**src/rtl/mips_pkg.sv**
```systemverilog
`default_nettype none
// ============================================================================
// Package : mips_pkg
// Brief   : Opcodes, fetch FSM states and defaults shared by the MIPS core
// Rev     : 1.0
// ============================================================================
package mips_pkg;

    localparam logic [5:0] OP_RTYPE = 6'd0;
    localparam logic [5:0] OP_J     = 6'd2;
    localparam logic [5:0] OP_BEQ   = 6'd4;
    localparam logic [5:0] OP_LW    = 6'd35;
    localparam logic [5:0] OP_SW    = 6'd43;

    localparam logic [31:0] RESET_PC_DEFAULT = 32'h0000_0000;

    typedef enum logic [1:0] {
        S_IDLE = 2'd0,
        S_REQ  = 2'd1,
        S_EXEC = 2'd2
    } fetch_state_t;

endpackage
`default_nettype wire

```
**src/rtl/next_pc_logic.sv**
```systemverilog
`default_nettype none
// ============================================================================
// Module : next_pc_logic
// Brief  : Sequential / BEQ / J next-PC selection (J has highest priority)
// Rev    : 1.0
// ============================================================================
module next_pc_logic
    import mips_pkg::*;
(
    input  logic [31:0] pc,
    input  logic [31:0] instr,
    input  logic        branch,
    input  logic        alu_zero,
    output logic [31:0] next_pc,
    output logic [31:0] pc_plus4
);

    logic [31:0] w_br_offset;
    logic [31:0] w_br_target;
    logic [31:0] w_jmp_target;

    assign pc_plus4     = pc + 32'd4;
    assign w_br_offset  = {{14{instr[15]}}, instr[15:0], 2'b00};
    assign w_br_target  = pc_plus4 + w_br_offset;
    assign w_jmp_target = {pc_plus4[31:28], instr[25:0], 2'b00};

    always_comb begin
        next_pc = pc_plus4;
        if (instr[31:26] == OP_J) begin
            next_pc = w_jmp_target;
        end else if (branch && alu_zero) begin
            next_pc = w_br_target;
        end
    end

endmodule
`default_nettype wire

```
**src/rtl/instr_fetch.sv**
```systemverilog
`default_nettype none
// ============================================================================
// Module : instr_fetch
// Brief  : MIPS fetch stage - PC, imem req/ack handshake, held instruction
// Rev    : 1.0
// ============================================================================
module instr_fetch
    import mips_pkg::*;
#(
    parameter logic [31:0] RESET_PC = RESET_PC_DEFAULT
) (
    input  logic        clk,
    input  logic        rst,
    output logic        imem_req,
    output logic [31:0] imem_addr,
    input  logic        imem_ack,
    input  logic [31:0] imem_rdata,
    input  logic        retire,
    input  logic        branch,
    input  logic        alu_zero,
    output logic [31:0] instr,
    output logic        instr_valid,
    output logic [5:0]  opcode,
    output logic [31:0] pc,
    output logic [31:0] pc_plus4
);

    fetch_state_t r_state;
    fetch_state_t w_state_next;

    logic [31:0] r_pc;
    logic [31:0] r_instr;
    logic        r_instr_valid;

    logic        w_fetch_done;
    logic        w_retire_now;
    logic [31:0] w_next_pc;
    logic [31:0] w_pc_plus4;

    next_pc_logic u_next_pc (
        .pc       (r_pc),
        .instr    (r_instr),
        .branch   (branch),
        .alu_zero (alu_zero),
        .next_pc  (w_next_pc),
        .pc_plus4 (w_pc_plus4)
    );

    always_ff @(posedge clk) begin
        if (rst) begin
            r_state <= S_IDLE;
        end else begin
            r_state <= w_state_next;
        end
    end

    // imem_req depends on state alone so it stays stable across wait states.
    always_comb begin
        w_state_next = r_state;
        imem_req     = 1'b0;
        w_fetch_done = 1'b0;
        w_retire_now = 1'b0;
        case (r_state)
            S_IDLE: begin
                w_state_next = S_REQ;
            end
            S_REQ: begin
                imem_req = 1'b1;
                if (imem_ack) begin
                    w_fetch_done = 1'b1;
                    w_state_next = S_EXEC;
                end
            end
            S_EXEC: begin
                if (retire) begin
                    w_retire_now = 1'b1;
                    w_state_next = S_REQ;
                end
            end
            default: begin
                w_state_next = S_IDLE;
            end
        endcase
    end

    always_ff @(posedge clk) begin
        if (rst) begin
            r_pc          <= RESET_PC;
            r_instr       <= 32'h0000_0000;
            r_instr_valid <= 1'b0;
        end else begin
            if (w_fetch_done) begin
                r_instr       <= imem_rdata;
                r_instr_valid <= 1'b1;
            end
            if (w_retire_now) begin
                r_pc          <= w_next_pc;
                r_instr_valid <= 1'b0;
            end
        end
    end

    assign imem_addr   = r_pc;
    assign pc          = r_pc;
    assign pc_plus4    = w_pc_plus4;
    assign instr       = r_instr;
    assign instr_valid = r_instr_valid;
    assign opcode      = r_instr[31:26];

endmodule
`default_nettype wire

```
**config.mk**
```make
export PLATFORM = sky130hd
export DESIGN_NAME = instr_fetch
export DESIGN_NICKNAME = d
export VERILOG_FILES = /design/src/rtl/mips_pkg.sv /design/src/rtl/next_pc_logic.sv /design/src/rtl/instr_fetch.sv
export SDC_FILE = /design/constraint.sdc
export NUM_CORES = 1
export LEC_CHECK = 0
export ABC_AREA = 1
export BUFFER_PORTS_ARGS = -buffer_cell sky130_fd_sc_hd__clkbuf_2
export CAP_MARGIN = 10
export CELL_PAD_IN_SITES_DETAIL_PLACEMENT = 0
export CELL_PAD_IN_SITES_GLOBAL_PLACEMENT = 2
export CORE_ASPECT_RATIO = 1.5
export CORE_UTILIZATION = 27
export CTS_CLUSTER_DIAMETER = 200
export CTS_CLUSTER_SIZE = 24
export DETAILED_ROUTE_END_ITERATION = 7
export PLACE_DENSITY = 0.9
export SKIP_LAST_GASP = 1
export SLEW_MARGIN = 20
export SYNTH_ARGS = -nofsm -noshare
export SYNTH_HDL_FRONTEND = slang
export SYNTH_HIERARCHICAL = 1
export SYNTH_SLANG_ARGS = --single-unit
```
**constraint.sdc**
```tcl
create_clock -name clk -period 3.1 [get_ports clk]
set_clock_uncertainty 0.05 [all_clocks]
set_input_delay 0.465 -clock clk [delete_from_list [all_inputs] [get_ports clk]]
set_output_delay 0.465 -clock clk [all_outputs]
set_load 0.02 [all_outputs]
```
After elaboration in Yosys (flattened, before gate mapping)
Cells that the tools add are included.
{"block": "word_totals", "latch_bits": 0, "n_memories": 0, "ff_bits": 67, "ramBits": 0, "elab_cells": 25, "mem_bits_ro": 0}
{"block": "classes", "bitwise_logic": 0, "order_cmp": 0, "n_div": 0, "multipliers": 0, "n_eq_ne": 5, "n_shift": 0, "addsub": 2, "n_mux": 10, "n_reduce_logical": 4}
{"cell": "two-way mux 32 bit", "n": 2}
{"cell": "adder 32 x 3 -> 32 bit (second input constant)", "n": 1}
{"cell": "adder 32 bit", "n": 1}
{"cell": "== test 6 x 2 -> 1 bit (second input constant)", "n": 1}
{"cell": "case mux 2 bit (3 select lines)", "n": 1}
{"cell": "two-way mux 1 bit", "n": 5}
{"cell": "two-way mux 2 bit", "n": 2}
{"cell": "inequality test 2 bit (second input constant)", "n": 2}
{"cell": "== test 2 x 1 -> 1 bit (second input constant)", "n": 1}
{"cell": "== test 2 bit (second input constant)", "n": 1}
{"cell": "logical NOT 2 bit", "n": 1}
{"cell": "AND reduction 2 bit", "n": 1}
{"cell": "OR reduction 2 bit", "n": 1}
{"cell": "logical AND 1 bit", "n": 1}

Longest topological paths before layout
{"block": "logic_depth", "depth_word": 4, "depth_mapped": 25}

Modules after synthesis
Netlist, hierarchy kept.
{"mod": "next_pc_logic", "n_inst": 1, "area_per_inst_um2": 3621.0, "cells_per_inst": 737}
{"mod": "instr_fetch", "n_inst": 1, "area_per_inst_um2": 3070.4, "cells_per_inst": 460}

Least setup slack after synthesis
No wires, ideal clock.
{"block": "synth_timing", "kind": "register -> register", "startpoint": "reg r_pc[2] (netlist: imem_addr[2])", "endpoint": "reg r_pc[31] (netlist: imem_addr[31])", "path_slack_ns": -0.032, "path_stages_with_launch": 22, "synth_period_minus_slack_ns": 3.132, "required_ns": 2.937, "setup_ns": 0.113, "t_arrival_ns": 2.969, "path_cell_list": "dfxtp_1 -> ha_1 -> nand2_1 -> nor2_4 -> nand3_2 -> nor2_4 -> inv_2 -> nor2_2 -> xnor2_1 -> inv_1 -> ha_1 -> nand2_1 -> nor2_1 -> nand2_1 -> nor3_1 -> a21oi_1 -> nand2_1 -> nand2_1 -> nand2_1 -> nand2_1 -> nor2_1 -> nor2_1"}
{"block": "synth_between", "elab_chain_cells": 4}
{"item": "start: declaration", "line": "instr_fetch.sv:31", "rtl": "logic [31:0] r_pc;"}
{"item": "start signal: assignment", "line": "instr_fetch.sv:97", "rtl": "r_pc <= w_next_pc;"}
{"item": "adder 32 x 3 -> 32 bit", "line": "next_pc_logic.sv:22", "rtl": "assign pc_plus4 = pc + 32'd4;"}
{"item": "via pc_plus4[18]", "line": "instr_fetch.sv:25", "rtl": "output logic [31:0] pc_plus4"}
{"item": "adder 32 bit", "line": "next_pc_logic.sv:24", "rtl": "assign w_br_target = pc_plus4 + w_br_offset;"}
{"item": "two-way mux 32 bit", "line": "next_pc_logic.sv:31", "rtl": "end else if (branch && alu_zero) begin"}
{"item": "two-way mux 32 bit", "line": "next_pc_logic.sv:29", "rtl": "if (instr[31:26] == OP_J) begin"}
{"item": "via w_next_pc[31]", "line": "instr_fetch.sv:37", "rtl": "logic [31:0] w_next_pc;"}
The timed path passes the listed nets, and every way through them passes these cells.
A chain may end at the register's enable or synchronous reset.

Worst setup path after layout
{"block": "layout_timing", "startpoint": "reg r_pc[3] (netlist: imem_addr[3])", "endpoint": "reg r_pc[16] (netlist: imem_addr[16])"}
{"block": "layout_between", "elab_chain_cells": 4}
{"item": "adder 32 x 3 -> 32 bit (*)", "line": "next_pc_logic.sv:22"}
{"item": "adder 32 bit", "line": "next_pc_logic.sv:24"}
{"item": "two-way mux 32 bit (*)", "line": "next_pc_logic.sv:31"}
{"item": "two-way mux 32 bit (*)", "line": "next_pc_logic.sv:29"}
{"item": "via w_next_pc[16]", "line": "instr_fetch.sv:37"}
Mark *: on every way through the listed nets, which the timed path passes. The rest lies on a longest branch.

==> results.tsv <==
stage	metric	value	unit
placement	IO Port Bufs	173	
routing	DRC	0	
clock_tree	CTS buffer count	9	
setup_path	Req. time, crit path	3330	ps
power_and_ir_drop	Leakage	5.870	nW
routing	routed length per instance	14.46	um
clock_tree	CTS tree	done	
synthesis	area leader, netlist	nand2_1	
synthesis	yosys warns	6	
grt	GR Overflow Total	0	
setup_path	CP arrival	3250	ps
final_layout	area delta synth->final	56.10	%
synthesis	post-synthesis sequential area ratio	20.04	%
setup_path	CP startpoint kind	flip-flop	
routing	routed wire length	26.39	mm
setup_path	reg2reg path depth	20	
setup_path	WS Path Type	flip-flop to flip-flop	
grt	first-pass GRT wire length	39.85	mm
clock_tree	Worst-path clk slew	60	ps
routing	vias after detailed routing	8062	
placement	hpwl dp	21.04	mm
sta	period utilization	97.41	%
final_layout	fin area	10450	um2
synthesis	cells after synthesis	1197	
synthesis	synth cell count leaders	nand2_1 (385), nor2_1 (212), inv_1 (209)	
sta	Final Hold Vio Count	0	
sta	crit path time final	3020	ps
grt	vias in the first global route	7642	
routing	DR iter-0 viols	349	
power_and_ir_drop	worst vdd ir	247.3	uV
final_layout	ant diodes	0	
clock_tree	clk sinks	67	
setup_path	worst r2r src	imem_addr[3]$_SDFFE_PP0P_	
synthesis	most frequent cell after synthesis	nand2_1	
clock_tree	Longest Clk Path Bufs	2	
clock_tree	CTS Root Cell	clkbuf_16	
clock_tree	clk_lat worst skew	350	ps
final_layout	nets	1572	
placement	Area after DPL	8700	um2
sta	Fmax	331.2	MHz
sta	# setup viols final	0	
synthesis	syn avg cell area	5.590	um2
synthesis	number of distinct library cells after synthesis	39	
sta	worst relative slew slack	52.94	%
placement	RD Place Congestion	0.8973	
grt	initial antenna violation count	0	
setup_path	Worst setup endpoint	imem_addr[16]$_SDFFE_PP0P_	
synthesis	cell area after synthesis	6691	um2
synthesis	Seq cells post-synth	67	
synthesis	ys async rst share	0	%
routing	1st-pass router iterations	5	
setup_path	Worst Setup End Kind	flip-flop	
final_layout	share of post-route cells with drive strength above 1	43.10	%
setup_path	worst reg2reg endpoint	imem_addr[16]$_SDFFE_PP0P_	
power_and_ir_drop	Pwr Density	275.9	nW/um2
synthesis	post-synth net total	1272	
synthesis	EDFF count, synth	0	
floorplan	Starting Density	27.48	%
setup_path	crit path from	imem_addr[3]$_SDFFE_PP0P_	
floorplan	Core Footprint	24350	um2
grt	largest net degree at the start of global routing	66	
synthesis	Synth area leaders	nand2_1 (22%), dfxtp_1 (20%), nor2_1 (12%)	
synthesis	top-area cell type share of the netlist area	21.60	%
power_and_ir_drop	Pwr Total	2.882	mW
routing	post-DR vias/cell	4.418	
sta	Slew Limit Fails	0	
setup_path	worst-path fanout max	5	
floorplan	DIE HEIGHT	194.8	um
floorplan	die area	25430	um2
synthesis	Synth Flop Type	dfxtp_1	
setup_path	reg2reg setup slack	80	ps
floorplan	die span in x	130.5	um
flow_run	Max Cap Viol	0	
final_layout	fin util	42.90	%
sta	Least-Margin Pin Slew	705.1	ps
sta	RSZ-0062 raised after global routing	yes	
grt	Total GRT Usage	20.79	%
floorplan	num ports	174	
outcome	status	complete, no violations	
floorplan	row count	70	
clock_tree	H-tree depth	3	
worst_hold_path	HP Class	primary input to flip-flop	
routing	antenna-violating nets left	0	
clock_tree	Hold-fix buffers, CTS	0	
==> worst max-delay path, cell delays in order (launching register included) <==
cell      delay [ps]
dfxtp_2          350
ha_4             150
nand2_4           50
nor2_4           180
nand3_4          130
nor2_4           190
buf_6            150
xnor2_4          120
inv_2             80
ha_4             270
buf_6            130
nand2_8           80
nor2_2            50
nor2_2           150
nand3_4          130
nand2_2          100
nand2_2           60
xnor2_2          130
o21bai_1         210
nor2_1            70
nor2_1           110
==> layout by cell type (no fill, tap or decap), drive strengths merged, types with 18 or more instances in the layout <==
| cell | instances |
|---|---|
| a21oi | 48 |
| buf | 184 |
| clkbuf | 182 |
| dfxtp | 67 |
| ha | 36 |
| inv | 211 |
| nand2 | 390 |
| nand3 | 53 |
| nor2 | 222 |
| o21ai | 23 |
| xor2 | 18 |
==> sequential cells by signal (all words and copies together) (netlist names) <==
name	count
imem_addr	32
instr	32
instr_valid	1
r_state	2
==> through the flow <==
stage	instances	hold WS, ps	setup WS [ps]	setup TNS (ps)
2_1_floorplan	1197	432.5	38.45	0
3_3_place_gp	1788	387.4	-257.3	-3060
3_5_place_dp	1788	392.7	-269.7	-2934
4_1_cts	1806	252.5	-47.67	-104.0
5_1_grt	1825	265.0	-84.09	-913.5
6_report	1825	265.1	80.39	0
==> routing by layer <==
layer  wire length (um)  track usage, %
met4               1141           11.62
met5                  0               0
met2              13490           36.23
met1              10910           24.37
met3                853           2.009
==> cells by family (layout without fill, tap and decap cells) <==
kind of cell | after synthesis | in the layout | synth area share, %
flops | 67 | 67 | 20.04
xor+xnor | 26 | 26 | 3.515
simple gates | 695 | 695 | 42.46
compound gates | 92 | 92 | 7.685
fa+ha+maj | 37 | 37 | 7.031
buf+inv | 280 | 584 | 19.26
==> how the worst min path moves through the flow <==
stage	start	end	cells past startpoint
after floorplan	r_state[0]$_SDFFE_PP0P_	r_state[0]$_SDFFE_PP0P_	2
after global routing	rst	r_state[1]$_SDFFE_PP0P_	2
after detailed placement	instr_valid$_SDFFE_PP0P_	instr_valid$_SDFFE_PP0P_	2
after global placement	instr_valid$_SDFFE_PP0P_	instr_valid$_SDFFE_PP0P_	2
after CTS	rst	r_state[1]$_SDFFE_PP0P_	2
final	rst	r_state[0]$_SDFFE_PP0P_	2
==> power breakdown <==
| group | internal, mW | switching (mW) | total, mW |
|---|---|---|---|
| registers | 0.909 | 0.0607 | 0.970 |
| clock network | 0.620 | 0.430 | 1.05 |
| logic | 0.342 | 0.520 | 0.862 |
==> cell type report <==
class / instances / area (um2)
Clock buffer: 9 / 225.2
Tap cell: 324 / 405.4
Fill cell: 2666 / 13900
Multi-Input combinational cell: 850 / 5269
Sequential cell: 67 / 1369
Timing Repair Buffer: 357 / 2302
Inverter: 212 / 807.0
Clock inverter: 6 / 67.56
==> timing repair <==
| item | in CTS | in global routing |
|---|---|---|
| pin swaps | 5 | 102 |
| gates resized for setup | 41 | 277 |
| setup buffers | 3 | 19 |
| setup endpoints to repair | 22 | 25 |
Note: power is estimated with default switching activity, not from simulation.
